File: src/rtl/xor_cipher_pkg.sv
// xor_cipher_pkg: shared widths, byte type and the 8-bit left-rotate helper
package xor_cipher_pkg;
    localparam int DATA_W  = 8;
    localparam int SHIFT_W = 3;
    typedef logic [DATA_W-1:0] byte_t;
    function automatic byte_t rotl8(input byte_t data, input logic [SHIFT_W-1:0] amt);
        logic [2*DATA_W-1:0] w;
        w = {data, data} << amt;
        return w[2*DATA_W-1:DATA_W];
    endfunction
endpackage

File: src/rtl/xor_encrypt_core_if.sv
// xor_encrypt_core_if: cipher request/result bundle; master drives shift/key/din/controls, slave drives dout/led_complete
interface xor_encrypt_core_if;
    import xor_cipher_pkg::*;
    logic [SHIFT_W-1:0] shift;
    byte_t              key;
    byte_t              din;
    logic               start_reset;
    logic               xor_enable;
    logic               improved_encrypt_enable;
    logic               last_data;
    byte_t              dout;
    logic               led_complete;
    modport master (
        output shift, key, din, start_reset, xor_enable, improved_encrypt_enable, last_data,
        input  dout, led_complete
    );
    modport slave (
        input  shift, key, din, start_reset, xor_enable, improved_encrypt_enable, last_data,
        output dout, led_complete
    );
endinterface

File: src/rtl/key_rotator.sv
// key_rotator: combinational key rotate; key_i rotated left by shift_i gives key_o
module key_rotator
    import xor_cipher_pkg::*;
(
    input  byte_t              key_i,
    input  logic [SHIFT_W-1:0] shift_i,
    output byte_t              key_o
);
    assign key_o = rotl8(key_i, shift_i);
endmodule

File: src/rtl/xor_encrypt_core.sv
// xor_encrypt_core: edge-accepted XOR byte cipher (clk, rst_n sync active-low, bus slave); chained mode under IMPROVED_CIPHER_EN
module xor_encrypt_core
    import xor_cipher_pkg::*;
(
    input  logic               clk,
    input  logic               rst_n,
    xor_encrypt_core_if.slave  bus
);
    byte_t rkey, dout_q, dout_d, chain_cur;
    logic  xen_q, led_q, led_d, x_rise, i_rise, accept;
    key_rotator u_rot (.key_i(bus.key), .shift_i(bus.shift), .key_o(rkey));
    assign x_rise = bus.xor_enable & ~xen_q;
`ifdef IMPROVED_CIPHER_EN
    logic  ien_q;
    byte_t chain_q, chain_d;
    assign i_rise    = bus.improved_encrypt_enable & ~ien_q;
    assign chain_cur = chain_q;
    assign chain_d   = i_rise ? dout_d : chain_q;
`else
    logic unused_imp;
    assign unused_imp = bus.improved_encrypt_enable;
    assign i_rise     = 1'b0;
    assign chain_cur  = '0;
`endif
    // improved wins on a simultaneous rise: only it folds the chain in
    assign accept = x_rise | i_rise;
    always_comb begin
        dout_d = accept ? (bus.din ^ rkey ^ (i_rise ? chain_cur : '0)) : dout_q;
        led_d  = led_q | (accept & bus.last_data);
    end
    always_ff @(posedge clk) begin
        if (!rst_n || bus.start_reset) begin
            dout_q <= '0;
            led_q  <= 1'b0;
            xen_q  <= 1'b0;
`ifdef IMPROVED_CIPHER_EN
            ien_q   <= 1'b0;
            chain_q <= '0;
`endif
        end else begin
            dout_q <= dout_d;
            led_q  <= led_d;
            xen_q  <= bus.xor_enable;
`ifdef IMPROVED_CIPHER_EN
            ien_q   <= bus.improved_encrypt_enable;
            chain_q <= chain_d;
`endif
        end
    end
    assign bus.dout         = dout_q;
    assign bus.led_complete = led_q;
endmodule

File: src/flat_wrapper.sv
// flat-port wrapper written by rule: the top's interface ports become plain ports
module xor_encrypt_core_flat import xor_cipher_pkg::*;
  (clk, rst_n, bus_shift, bus_key, bus_din, bus_start_reset, bus_xor_enable, bus_improved_encrypt_enable, bus_last_data, bus_dout, bus_led_complete);
  xor_encrypt_core_if bus_i ();
  input  logic clk;
  input  logic rst_n;
  input wire logic [$bits(bus_i.shift)-1:0] bus_shift;
  input wire logic [$bits(bus_i.key)-1:0] bus_key;
  input wire logic [$bits(bus_i.din)-1:0] bus_din;
  input wire logic [$bits(bus_i.start_reset)-1:0] bus_start_reset;
  input wire logic [$bits(bus_i.xor_enable)-1:0] bus_xor_enable;
  input wire logic [$bits(bus_i.improved_encrypt_enable)-1:0] bus_improved_encrypt_enable;
  input wire logic [$bits(bus_i.last_data)-1:0] bus_last_data;
  output wire logic [$bits(bus_i.dout)-1:0] bus_dout;
  output wire logic [$bits(bus_i.led_complete)-1:0] bus_led_complete;
  assign bus_i.shift = bus_shift;
  assign bus_i.key = bus_key;
  assign bus_i.din = bus_din;
  assign bus_i.start_reset = bus_start_reset;
  assign bus_i.xor_enable = bus_xor_enable;
  assign bus_i.improved_encrypt_enable = bus_improved_encrypt_enable;
  assign bus_i.last_data = bus_last_data;
  assign bus_dout = bus_i.dout;
  assign bus_led_complete = bus_i.led_complete;
  xor_encrypt_core u_core (.clk(clk), .rst_n(rst_n), .bus(bus_i));
endmodule
File: config.mk
export PLATFORM = sky130hd
export DESIGN_NAME = xor_encrypt_core_flat
export DESIGN_NICKNAME = d
export VERILOG_FILES = /design/src/rtl/xor_cipher_pkg.sv /design/src/rtl/xor_encrypt_core_if.sv /design/src/rtl/key_rotator.sv /design/src/rtl/xor_encrypt_core.sv /design/src/flat_wrapper.sv
export SDC_FILE = /design/constraint.sdc
export NUM_CORES = 1
export LEC_CHECK = 0
export BUFFER_PORTS_ARGS = -buffer_cell sky130_fd_sc_hd__buf_2
export CAP_MARGIN = 20
export CELL_PAD_IN_SITES_DETAIL_PLACEMENT = 1
export CELL_PAD_IN_SITES_GLOBAL_PLACEMENT = 1
export CORE_UTILIZATION = 30
export CTS_CLUSTER_SIZE = 8
export DETAILED_ROUTE_END_ITERATION = 12
export PLACE_DENSITY = 0.82
export SLEW_MARGIN = 20
export SYNTH_ARGS = -nofsm -noshare
export SYNTH_HDL_FRONTEND = slang
export SYNTH_SLANG_ARGS = --single-unit
File: constraint.sdc
create_clock -name clk -period 1.25 [get_ports clk]
set_input_delay 0.0625 -clock clk [delete_from_list [all_inputs] [get_ports clk]]
set_output_delay 0.0625 -clock clk [all_outputs]
set_load 0.02 [all_outputs]
# After elaboration in Yosys (flattened, before gate mapping)
# Index checks and enable logic that the tools add are counted.
word_totals:
  wordCells: 11
  inputBits: 25
  regBits: 10
  output_inout_bits: 9
classes:
  reduce_logical: 2
  bitwise_logic: 5
  shift: 1
ops:
  columns: ["op", "n"]
  rows:
  - ["$shl 16x3->16", 1]
  - ["$xor 8x8->8", 1]
  - ["$and 1x1->1", 2]
  - ["$logic_not 1->1", 1]
  - ["$logic_or 1x1->1", 1]
  - ["$not 1->1", 1]
  - ["$or 1x1->1", 1]

# Depth between registers and ports, before layout
# Gate-level depths: netlist (run 1).
depth:
  depth_word: 4
  ltp_mapped: 5
  depth_no_buf: 4

# Hierarchy
# From an unflattened synthesis (run 1), not the netlist that was laid out.
unflattened:
  hier_cells: 62
  area_unflattened_um2: 765.7
modules_own_cells:
  columns: ["mod", "seq_area_each_um2", "cells_each", "instances", "area_each_um2"]
  rows:
  - ["xor_encrypt_core", 200.2, 43, 1, 439.2]
  - ["key_rotator", 0.0, 19, 1, 326.6]

# Worst setup path after synthesis (run 1)
# No wires, ideal clock.
synth_timing:
  kind: "input to register"
  startpoint: "input port bus_shift[1]"
  endpoint: "register u_core.dout_q[0] (netlist: u_core.bus.dout[0])"
  slack_ns: 0.025
  setup_time_ns: 0.124
  arrival_ns: 1.102
  path_stages: 5
  n_path_buf: 1
  t_required_ns: 1.126
  cell_sequence: "buf_6 mux4_1 mux2i_1 xor2_1 o21ai_1"
synth_between:
  elab_chain_cells: 2
synth_rtl:
  columns: ["element", "line", "text"]
  rows:
  - ["from (decl)", "flat_wrapper.sv:7", "input wire logic [$bits(bus_i.shift)-1:0] bus_shift;"]
  - ["$shl 16x3->16", "xor_cipher_pkg.sv:8", "w = {data, data} << amt;"]
  - ["$xor 8x8->8", "xor_encrypt_core.sv:28", "dout_d = accept ? (bus.din ^ rkey ^ (i_rise ? chain_cur : '0)) : dout_q;"]
  - ["to (signal assigned)", "xor_encrypt_core.sv:41", "dout_q <= dout_d;"]
  - ["to (decl)", "xor_encrypt_core.sv:9", "byte_t rkey, dout_q, dout_d, chain_cur;"]
# No other way between the ends.
# A chain may end at the register's enable or synchronous reset.

# Worst setup path in the final report (run 1)
layout_timing:
  startpoint: "input port bus_shift[1]"
  endpoint: "register u_core.dout_q[6] (netlist: u_core.bus.dout[6])"
# Same word-level chain as after synthesis.

==> results of run 1 <==
[stage by stage]
| stage | power (mW) | util, % |
|---|---|---|
| after floorplan | 0.505 | - |
| after global placement | 0.572 | 40.1 |
| after detailed placement | 0.582 | 40.1 |
| after CTS | 0.790 | 41.2 |
| after global routing | 0.826 | 41.2 |
| final | 0.775 | 41.2 |
[cell families (layout without fill, tap and decap cells)]
| family | Yosys count | after routing | share of synthesized area, % |
|---|---|---|---|
| xor+xnor | 8 | 8 | 10.1 |
| mux | 16 | 16 | 41.7 |
| flops | 10 | 10 | 28.7 |
| simple gates | 14 | 14 | 8.62 |
| buf+inv | 4 | 38 | 4.49 |
| compound gates | 9 | 9 | 6.46 |
[worst reg2reg max path, stage by stage (launching register included)]
cell and delay, ns:
dfxtp_1 0.32, nor2b_1 0.07, nor2_1 0.40, nand2_1 0.12, o21ai_1 0.08
[worst min-delay path by stage]
| stage | start | to | cells after the start |
|---|---|---|---|
| 2_1_floorplan | bus_xor_enable | u_core.xen_q | 2 |
| 3_3_place_gp | bus_last_data | u_core.bus.led_complete | 3 |
| 3_5_place_dp | bus_xor_enable | u_core.xen_q | 3 |
| 4_1_cts | bus_xor_enable | u_core.xen_q | 3 |
| 5_1_grt | bus_xor_enable | u_core.xen_q | 3 |
| 6_report | bus_xor_enable | u_core.xen_q | 3 |
[cell usage after synthesis (all sizes together)]
master	n	share of area [%]
dfxtp	10	29
mux2i	8	11
mux4	8	30
nand2	8	4.3
o21ai	8	5.7
xor2	8	10
buf	3	3.9
nor2	3	1.6
nand2b	2	1.8
a21oi	1	0.72
inv	1	0.54
nor2b	1	0.90
[layout make-up]
type                       instances  area, µm²  share of cell area (%)
clock buffer                       3       22.5                    2.50
inverter                           1       3.75                   0.416
multi-input combinational         47        465                    51.6
sequential                        10        200                    22.2
tap                               28       35.0                    3.88
timing repair buffer              34        175                    19.4
[sequential cells by signal, summed over array words and instances (netlist names)]
signal / flops
u_core.bus.led_complete: 1
u_core.xen_q: 1
u_core.bus.dout: 8
[metal layers]
layer	routed length [µm]	up-vias
met3	76	0
li1	-	298
met2	809	23
met1	578	275
met5	0	-
met4	0	0
[layout by cell type (no fill, tap or decap), drive strengths merged]
cell and count:
nor2 3, buf 34, a21oi 1, xor2 8, inv 1, nand2 8
mux2i 8, mux4 8, nand2b 2, nor2b 1, dfxtp 10, o21ai 8
clkbuf 3
[power breakdown]
part | switching, mW | internal (mW)
Combinational | 0.113 | 0.118
Sequential | 0.00704 | 0.334
Clock | 0.0931 | 0.110
==> metrics.csv, run 1 <==
metric;value;unit
clockBufferDepth;2;
cp_cell_sequence;buf_2 > mux4_1 > mux2i_1 > xor2_1 > o21ai_1;
top_level_ports;34;
crit_slowest_cell;mux4_1;
cap_violations;0;
max_freq;0.885;GHz
worst_path_largest_cell_delay;0.59;ns
fin_crit_sh;90.4;%
core_area;2190;µm²
drive_above_1_share;38.9;%
use_met3;1.82;%
grt_util_met1;13.0;%
htreeDepth;1;
avgSynthCellArea;11.4;µm²
r2r_slack;0.19;ns
synth_seq_area_share;28.7;%
placed_area;880;µm²
critPathMaxFanout;6;
grt-ovfl-total;0;
grtUsageMet2;24.4;%
die_h;50.2;µm
slew_headroom;66.8;%
skew;0.000228;ns
nets;122;
diodes;0;
drc;0;
crit_cells;5;
root_buffer;clkbuf_4;
critPathRequiredTime;1.39;ns
ys.warnings.count;0;
initial_core_util;31.8;%
status;completed;
grt_pass1_wl;2370;µm
crit_buf_inv;1;
route.vias.total;596;
viasPerCell;4.85;
final_cells;123;
power.density;859;nW/µm²
power.static_leakage;0.444;nW
grt_max_degree;9;
setup_viol_count_final;0;
fin_crit;1.13;ns
final_area;902;µm²
r2r-start;u_core.xen_q;
end_kind;register;
dp.cells;120;
rows;17;
fin_tns_setup;0;ns
io_buffers;32;
wl;1460;µm
gp_congestion;0.721;
ir_drop;0.329;mV
crit_type;primary input to register;
ys_types;13;
synth_seq_cells;10;
cp-startpoint;bus_shift[1];
fill_cells;263;
syn_inst;61;
grt_pass1_vias;599;
cts_buffers;3;
reg2regPathDepth;4;
dpl_worst_slack;-0.165;ns
worstSetupStartpointType;primary input;
fp.dieW;50.2;µm
cts_resized;0;
hold_ws;0.0417;ns
drt_iter0_markers;6;
grt_use_total;12.4;%
syn-num-nets;86;
insertion_delay;0.25;ns
syn_area;697;µm²
crit_family;multiplexers;
dp_hpwl;1280;µm
syn2layout_area_growth;29.4;%
first_pass_iters;4;
tightest_slew;0.497;ns
dieArea;2520;µm²
clock-sinks;10;
wire_per_inst;11.9;µm
worstSetupEndpoint;u_core.bus.dout[6];
post_cts_buffers;0;
clk_pin_slew;0.06;ns
slew_viol_final;0;
rsz0062_at_grt;false;
reg2reg_to;u_core.bus.dout[7];
hold_path_class;primary input to register;
final-hold-violation-count;0;
hold_buffers;0;
antenna_found_initial;0;
worst_slack;0.120;ns
drtAntennaViolNets;0;
cp.arrival;1.27;ns
busiest_layer;met2;
cts_tree;built;
Note: power is estimated with default switching activity, not from simulation.
==> run 2, diff against run 1 <==
--- a/config.mk
+++ b/config.mk
@@ -9,11 +9,12 @@
 export CAP_MARGIN = 20
 export CELL_PAD_IN_SITES_DETAIL_PLACEMENT = 1
 export CELL_PAD_IN_SITES_GLOBAL_PLACEMENT = 1
-export CORE_UTILIZATION = 30
+export CORE_UTILIZATION = 31
 export CTS_CLUSTER_SIZE = 8
 export DETAILED_ROUTE_END_ITERATION = 12
-export PLACE_DENSITY = 0.82
+export PLACE_DENSITY = 0.81
 export SLEW_MARGIN = 20
 export SYNTH_ARGS = -nofsm -noshare
 export SYNTH_HDL_FRONTEND = slang
+export SYNTH_HIERARCHICAL = 1
 export SYNTH_SLANG_ARGS = --single-unit
==> run 2 against run 1 <==
Non-clock buffer count unchanged. Critical path type unchanged. Sequential power hardly changed. Cell count decreased by 1.6%. Fmax down 4.0%. Die area grew 6.1%. Flip-flop and latch count unchanged. Cell area grew 6.0%. Wire length grew 5.6%. Clock-buffer cell count stayed put. Global-route usage rose by 0.58 points. Utilization rose by 0.82 points.
==> metrics.csv, run 2 <==
metric;value;unit;change
avgSynthCellArea;12.4;µm²;+8.1%
placed_area;922;µm²;+4.8%
power.density;908;nW/µm²;+5.7%
tightest_slew;0.452;ns;-0.0442 ns
grt_use_total;13.0;%;+0.58 points
top_level_ports;34;;unchanged
hold_buffers;0;;unchanged
fin_crit_sh;94.2;%;+3.8 points
nets;120;;-1.6%
ys_types;16;;+3
synth_seq_cells;10;;unchanged
end_kind;register;;
fin_tns_setup;0;ns;unchanged
final_area;956;µm²;+6.0%
drtAntennaViolNets;0;;unchanged
crit_type;primary input to register;;
cap_violations;0;;unchanged
diodes;0;;unchanged
final_cells;121;;-1.6%
synthArstFlopShare;0;%;unchanged
status;completed;;
skew;0.00321;ns;+0.00298 ns
post_cts_buffers;0;;unchanged
root_buffer;clkbuf_4;;
io_buffers;32;;unchanged
slew_viol_final;0;;unchanged
clk_pin_slew;0.06;ns;about the same
max_freq;0.849;GHz;-4.0%
power.static_leakage;0.431;nW;-2.9%
final_common_cell;buf_2;;
first_pass_iters;2;;-2
rsz0062_at_grt;false;;
dp.cells;118;;-1.7%
syn-num-nets;87;;+1.2%
grt-ovfl-total;0;;unchanged
ys.warnings.count;6;;+6
syn_area;766;µm²;+9.9%
clockBufferDepth;2;;unchanged
rows;17;;unchanged
power;868;µW;+12%
wl;1550;µm;+5.6%
largest_register_ffs;8;;unchanged
antenna_found_initial;0;;unchanged
insertion_delay;0.26;ns;about the same
yosysMostFrequentCell;dfxtp_1;;
final-hold-violation-count;0;;unchanged
die_h;51.7;µm;+3.0%
synth_seq_area_share;26.1;%;-2.6 points
worstSetupStartpointType;primary input;;
critPathMaxFanout;7;;+1
route.vias.total;606;;+1.7%
drc;0;;unchanged
viasPerCell;5.01;;+3.4%
initial_core_util;33.6;%;+1.8 points
dieArea;2670;µm²;+6.1%
gp_congestion;0.706;;-2.0%
r2r_slack;0.19;ns;about the same
synth_top_cell_by_area;mux4_1;;
dpl_worst_slack;-0.311;ns;-0.146 ns
worst_slack;0.0724;ns;-0.0476 ns
clock-sinks;10;;unchanged
wire_per_inst;12.8;µm;+7.3%
drive_above_1_share;62.4;%;+23 points
grt_pass1_wl;2500;µm;+5.2%
synthTopCellsByCount;10 x dfxtp_1, 9 x nor2_1, 8 x mux2_2, 8 x mux4_1, 8 x xnor2_1;;
dp_hpwl;1290;µm;+0.96%
hold_ws;0.0326;ns;-0.00908 ns
fp.dieW;51.7;µm;+3.0%
cts_buffers;3;;unchanged
grt_pass1_vias;576;;-3.8%
slew_headroom;69.8;%;+3.1 points
fin_crit;1.18;ns;+0.0476 ns
hold_path_class;primary input to register;;
yosys.area.top_type_share;27.5;%;-2.7 points
cts_tree;built;;
core_area;2280;µm²;+3.9%
syn_inst;62;;+1.6%
cp.arrival;1.35;ns;+0.08 ns
critPathRequiredTime;1.42;ns;+0.03 ns
drt_iter0_markers;2;;-4
syn2layout_area_growth;24.8;%;
ys.flop_type;dfxtp_1;;
post-route-util;42.0;%;+0.82 points
grt_max_degree;18;;+9
ir_drop;0.350;mV;+6.3%
synth_area_leaders;mux4_1 27%, dfxtp_1 26%, mux2_2 12%;;
setup_viol_count_final;0;;unchanged
final_cell_mix;31 x buf_2, 10 x dfxtp_1, 9 x nor2_1, 8 x mux4_2, 8 x mux2_4;;
htreeDepth;1;;unchanged
synth_edf_count;0;;unchanged
-- run 2: cell count changes in the layout (fill, tap and decap cells not counted), sizes merged, moves of 8 or more --
cell    previous run  this run
xnor2              0         8
o21ai              8         0
mux2               0         8
nand2              8         0
mux2i              8         0
a211oi             0         8
xor2               8         0
-- run 2: logic make-up after synthesis --
group | Yosys count | share of synthesized area [%]
AND/OR/NAND/NOR | 12 | 7.84
AO/OA/AOI/OAI | 9 | 9.15
buffers and inverters | 7 | 8.50
flip-flops | 10 | 26.1
XOR/XNOR | 8 | 9.15
multiplexers | 16 | 39.2
-- run 2: per-layer routing --
| metal | vias up | track usage [%] | routed length (µm) |
|---|---|---|---|
| met3 | 2 | 2.05 | 105 |
| met2 | 25 | 23.8 | 818 |
| li1 | 292 | - | - |
| met1 | 287 | 14.3 | 615 |
| met4 | 0 | 6.76 | 7 |
| met5 | - | 0 | 0 |
-- run 2: final cells by class --
cell class | instances | area (µm²)
clock buffer | 3 | 22.5
fill | 266 | 1320
inverter | 1 | 3.75
multi-input combinational | 45 | 513
sequential | 10 | 200
tap | 28 | 35.0
timing repair buffer | 34 | 181
-- run 2: timing repair --
action                     4_1_cts  5_1_grt
resized for setup                1        2
pin swaps                        0        1
setup endpoints to repair        5        3
cloned                           0        0
-- run 2: report_power, final --
| group | internal [mW] | total, mW | switching [mW] |
|---|---|---|---|
| clock | 0.111 | 0.208 | 0.0971 |
| sequential | 0.335 | 0.343 | 0.00824 |
| combinational | 0.179 | 0.317 | 0.138 |
| total | 0.624 | 0.868 | 0.244 |
-- run 2: worst max-delay path: stages --
cell and delay (ns):
buf_6 0.12, mux4_2 0.53, mux2_4 0.29, xnor2_1 0.13
a211oi_1 0.22
-- run 2: path summary, 6_finish.rpt --
kind	startpoint	to	depth (start not counted)
worst min-delay path	bus_last_data	u_core/bus.led_complete	3
worst max-delay path	bus_shift[2]	u_core/bus.dout[3]	5
worst min register to register	u_core/bus.led_complete	u_core/bus.led_complete	2
worst max register to register	u_core/xen_q	u_core/bus.dout[2]	3
==> run 3, diff against run 2 <==
--- a/config.mk
+++ b/config.mk
@@ -12,7 +12,8 @@
 export CORE_UTILIZATION = 31
 export CTS_CLUSTER_SIZE = 8
 export DETAILED_ROUTE_END_ITERATION = 12
-export PLACE_DENSITY = 0.81
+export HOLD_SLACK_MARGIN = 0.15
+export PLACE_DENSITY = 0.85
 export SLEW_MARGIN = 20
 export SYNTH_ARGS = -nofsm -noshare
 export SYNTH_HDL_FRONTEND = slang
==> run 3 against run 2 <==
Power grew 14%. Clock power up 38%. Non-clock buffer count is 15 higher. Global-route usage down 0.51 points. Register-to-register slack improved by 0.06 ns. Combinational power grew 13%. First-iteration DRC count increased to 2.5 times the previous value. Cell area up 16%.
==> metrics.csv, run 3 (synthesized netlist as in run 2, its figures left out) <==
metric;value;unit;change
status;completed;;
grt-ovfl-total;0;;unchanged
clockBufferDepth;2;;unchanged
wl;1720;µm;+11%
gp_congestion;0.775;;+9.7%
nets;135;;+13%
critPathMaxFanout;8;;+1
final-hold-violation-count;0;;unchanged
clk_pin_slew;0.06;ns;about the same
cp_cell_sequence;buf_8 > mux4_2 > mux2_4 > xnor2_1 > a211oi_1;;
max_freq;0.833;GHz;-1.9%
skew;0.00224;ns;-0.000969 ns
cts_buffers;3;;unchanged
wire_per_inst;12.6;µm;-1.7%
route.vias.total;662;;+9.2%
worstSetupStartpointType;primary input;;
final_common_cell;buf_2;;
multiInputGateArea;508;µm²;-0.98%
antenna_found_initial;0;;unchanged
slew_headroom;72.9;%;+3.0 points
rsz0062_at_grt;false;;
power.static_leakage;0.506;nW;+17%
diodes;0;;unchanged
grt_max_degree;18;;unchanged
viasPerCell;4.83;;-3.5%
htreeDepth;1;;unchanged
fin_crit_sh;96.0;%;+1.8 points
grt_use_total;12.5;%;-0.51 points
fin_tns_setup;0;ns;unchanged
end_kind;register;;
crit_family;multiplexers;;
crit_type;primary input to register;;
clock-sinks;10;;unchanged
grt_pass1_wl;2480;µm;-0.80%
drc;0;;unchanged
drtAntennaViolNets;0;;unchanged
critPathRequiredTime;1.42;ns;about the same
tightest_slew;0.407;ns;-0.0454 ns
fp.dieW;51.7;µm;unchanged
fill_cells;253;;-4.9%
syn2layout_area_growth;44.4;%;
die_h;51.7;µm;unchanged
rows;17;;unchanged
final_cell_mix;31 x buf_2, 10 x dlygate4sd3_1, 10 x dfxtp_1, 9 x nor2_1;;
largest_register_ffs;8;;unchanged
grt_pass1_vias;623;;+8.2%
first_pass_iters;4;;+2
setup_viol_count_final;0;;unchanged
crit_slowest_cell;mux4_2;;
drive_above_1_share;57.8;%;-4.6 points
core_area;2280;µm²;unchanged
io_buffers;32;;unchanged
power.density;891;nW/µm²;-1.8%
cts_tree;built;;
cp.arrival;1.37;ns;+0.02 ns
cap_violations;0;;unchanged
top_level_ports;34;;unchanged
seq_area;200;µm²;unchanged
initial_core_util;33.6;%;unchanged
crit_buf_inv;1;;unchanged
insertion_delay;0.26;ns;about the same
root_buffer;clkbuf_4;;
worst_path_largest_cell_delay;0.51;ns;-0.02 ns
hold_path_class;primary input to register;;
fin_crit;1.20;ns;+0.0228 ns
dieArea;2670;µm²;unchanged
drt_iter0_markers;5;;+3
ir_drop;0.455;mV;+30%
power;986;µW;+14%
slew_viol_final;0;;unchanged
-- run 3: worst register-to-register path: stages (launching register included) --
cell and delay [ns]:
dfxtp_1 0.33, nor2b_4 0.14, buf_4 0.16, nor2_1 0.05, a211oi_1 0.23
-- run 3: what timing repair did --
item,in CTS,in global routing
endpoints found under the setup margin,5,5
resized for setup,1,2
hold buffers,10,0
pin swaps,0,1
endpoints found under the hold margin,10,0
buffers inserted,0,5
-- run 3: power breakdown --
part           switching [mW]  internal [mW]
Sequential            0.00861          0.335
Combinational           0.145          0.212
Clock                   0.109          0.177
-- run 3: metal layers --
metal  wire, µm  vias up  track usage, %
li1           -      325               -
met1        627      307            12.6
met5          0        -               0
met3        118        2            2.63
met4         20        0            5.41
met2        954       28            24.2
-- run 3: area by class of cell --
| cell class | count | share of cell area (%) |
|---|---|---|
| repair buffers | 49 | 29.2 |
| inverters | 1 | 0.339 |
| flip-flops and latches | 10 | 18.1 |
| clock buffers | 4 | 3.28 |
| well taps | 28 | 3.17 |
| multi-input cells | 45 | 45.9 |
-- run 3: final timing paths --
path / startpoint / end / slack, ns / cells after the start
min: rst_n / u_core/xen_q / 0.28 / 3
min reg2reg: u_core/bus.led_complete / u_core/bus.led_complete / 0.47 / 2
max reg2reg: u_core/xen_q / u_core/bus.dout[0] / 0.25 / 4
max: bus_shift[2] / u_core/bus.dout[3] / 0.05 / 5
-- run 3: through the flow --
stage          cell area (µm²)  utilization [%]  hold slack (ns)  setup WS (ns)  std cells
3_3_place_gp               922             40.5            0.289         -0.255        118
4_1_cts                   1060             46.6            0.304        0.00571        132
5_1_grt                   1110             48.6            0.322         0.0199        137
2_1_floorplan              786                -            0.175        -0.0601         62
3_5_place_dp               922             40.5            0.304         -0.330        118
6_report                  1110             48.6            0.276         0.0496        137
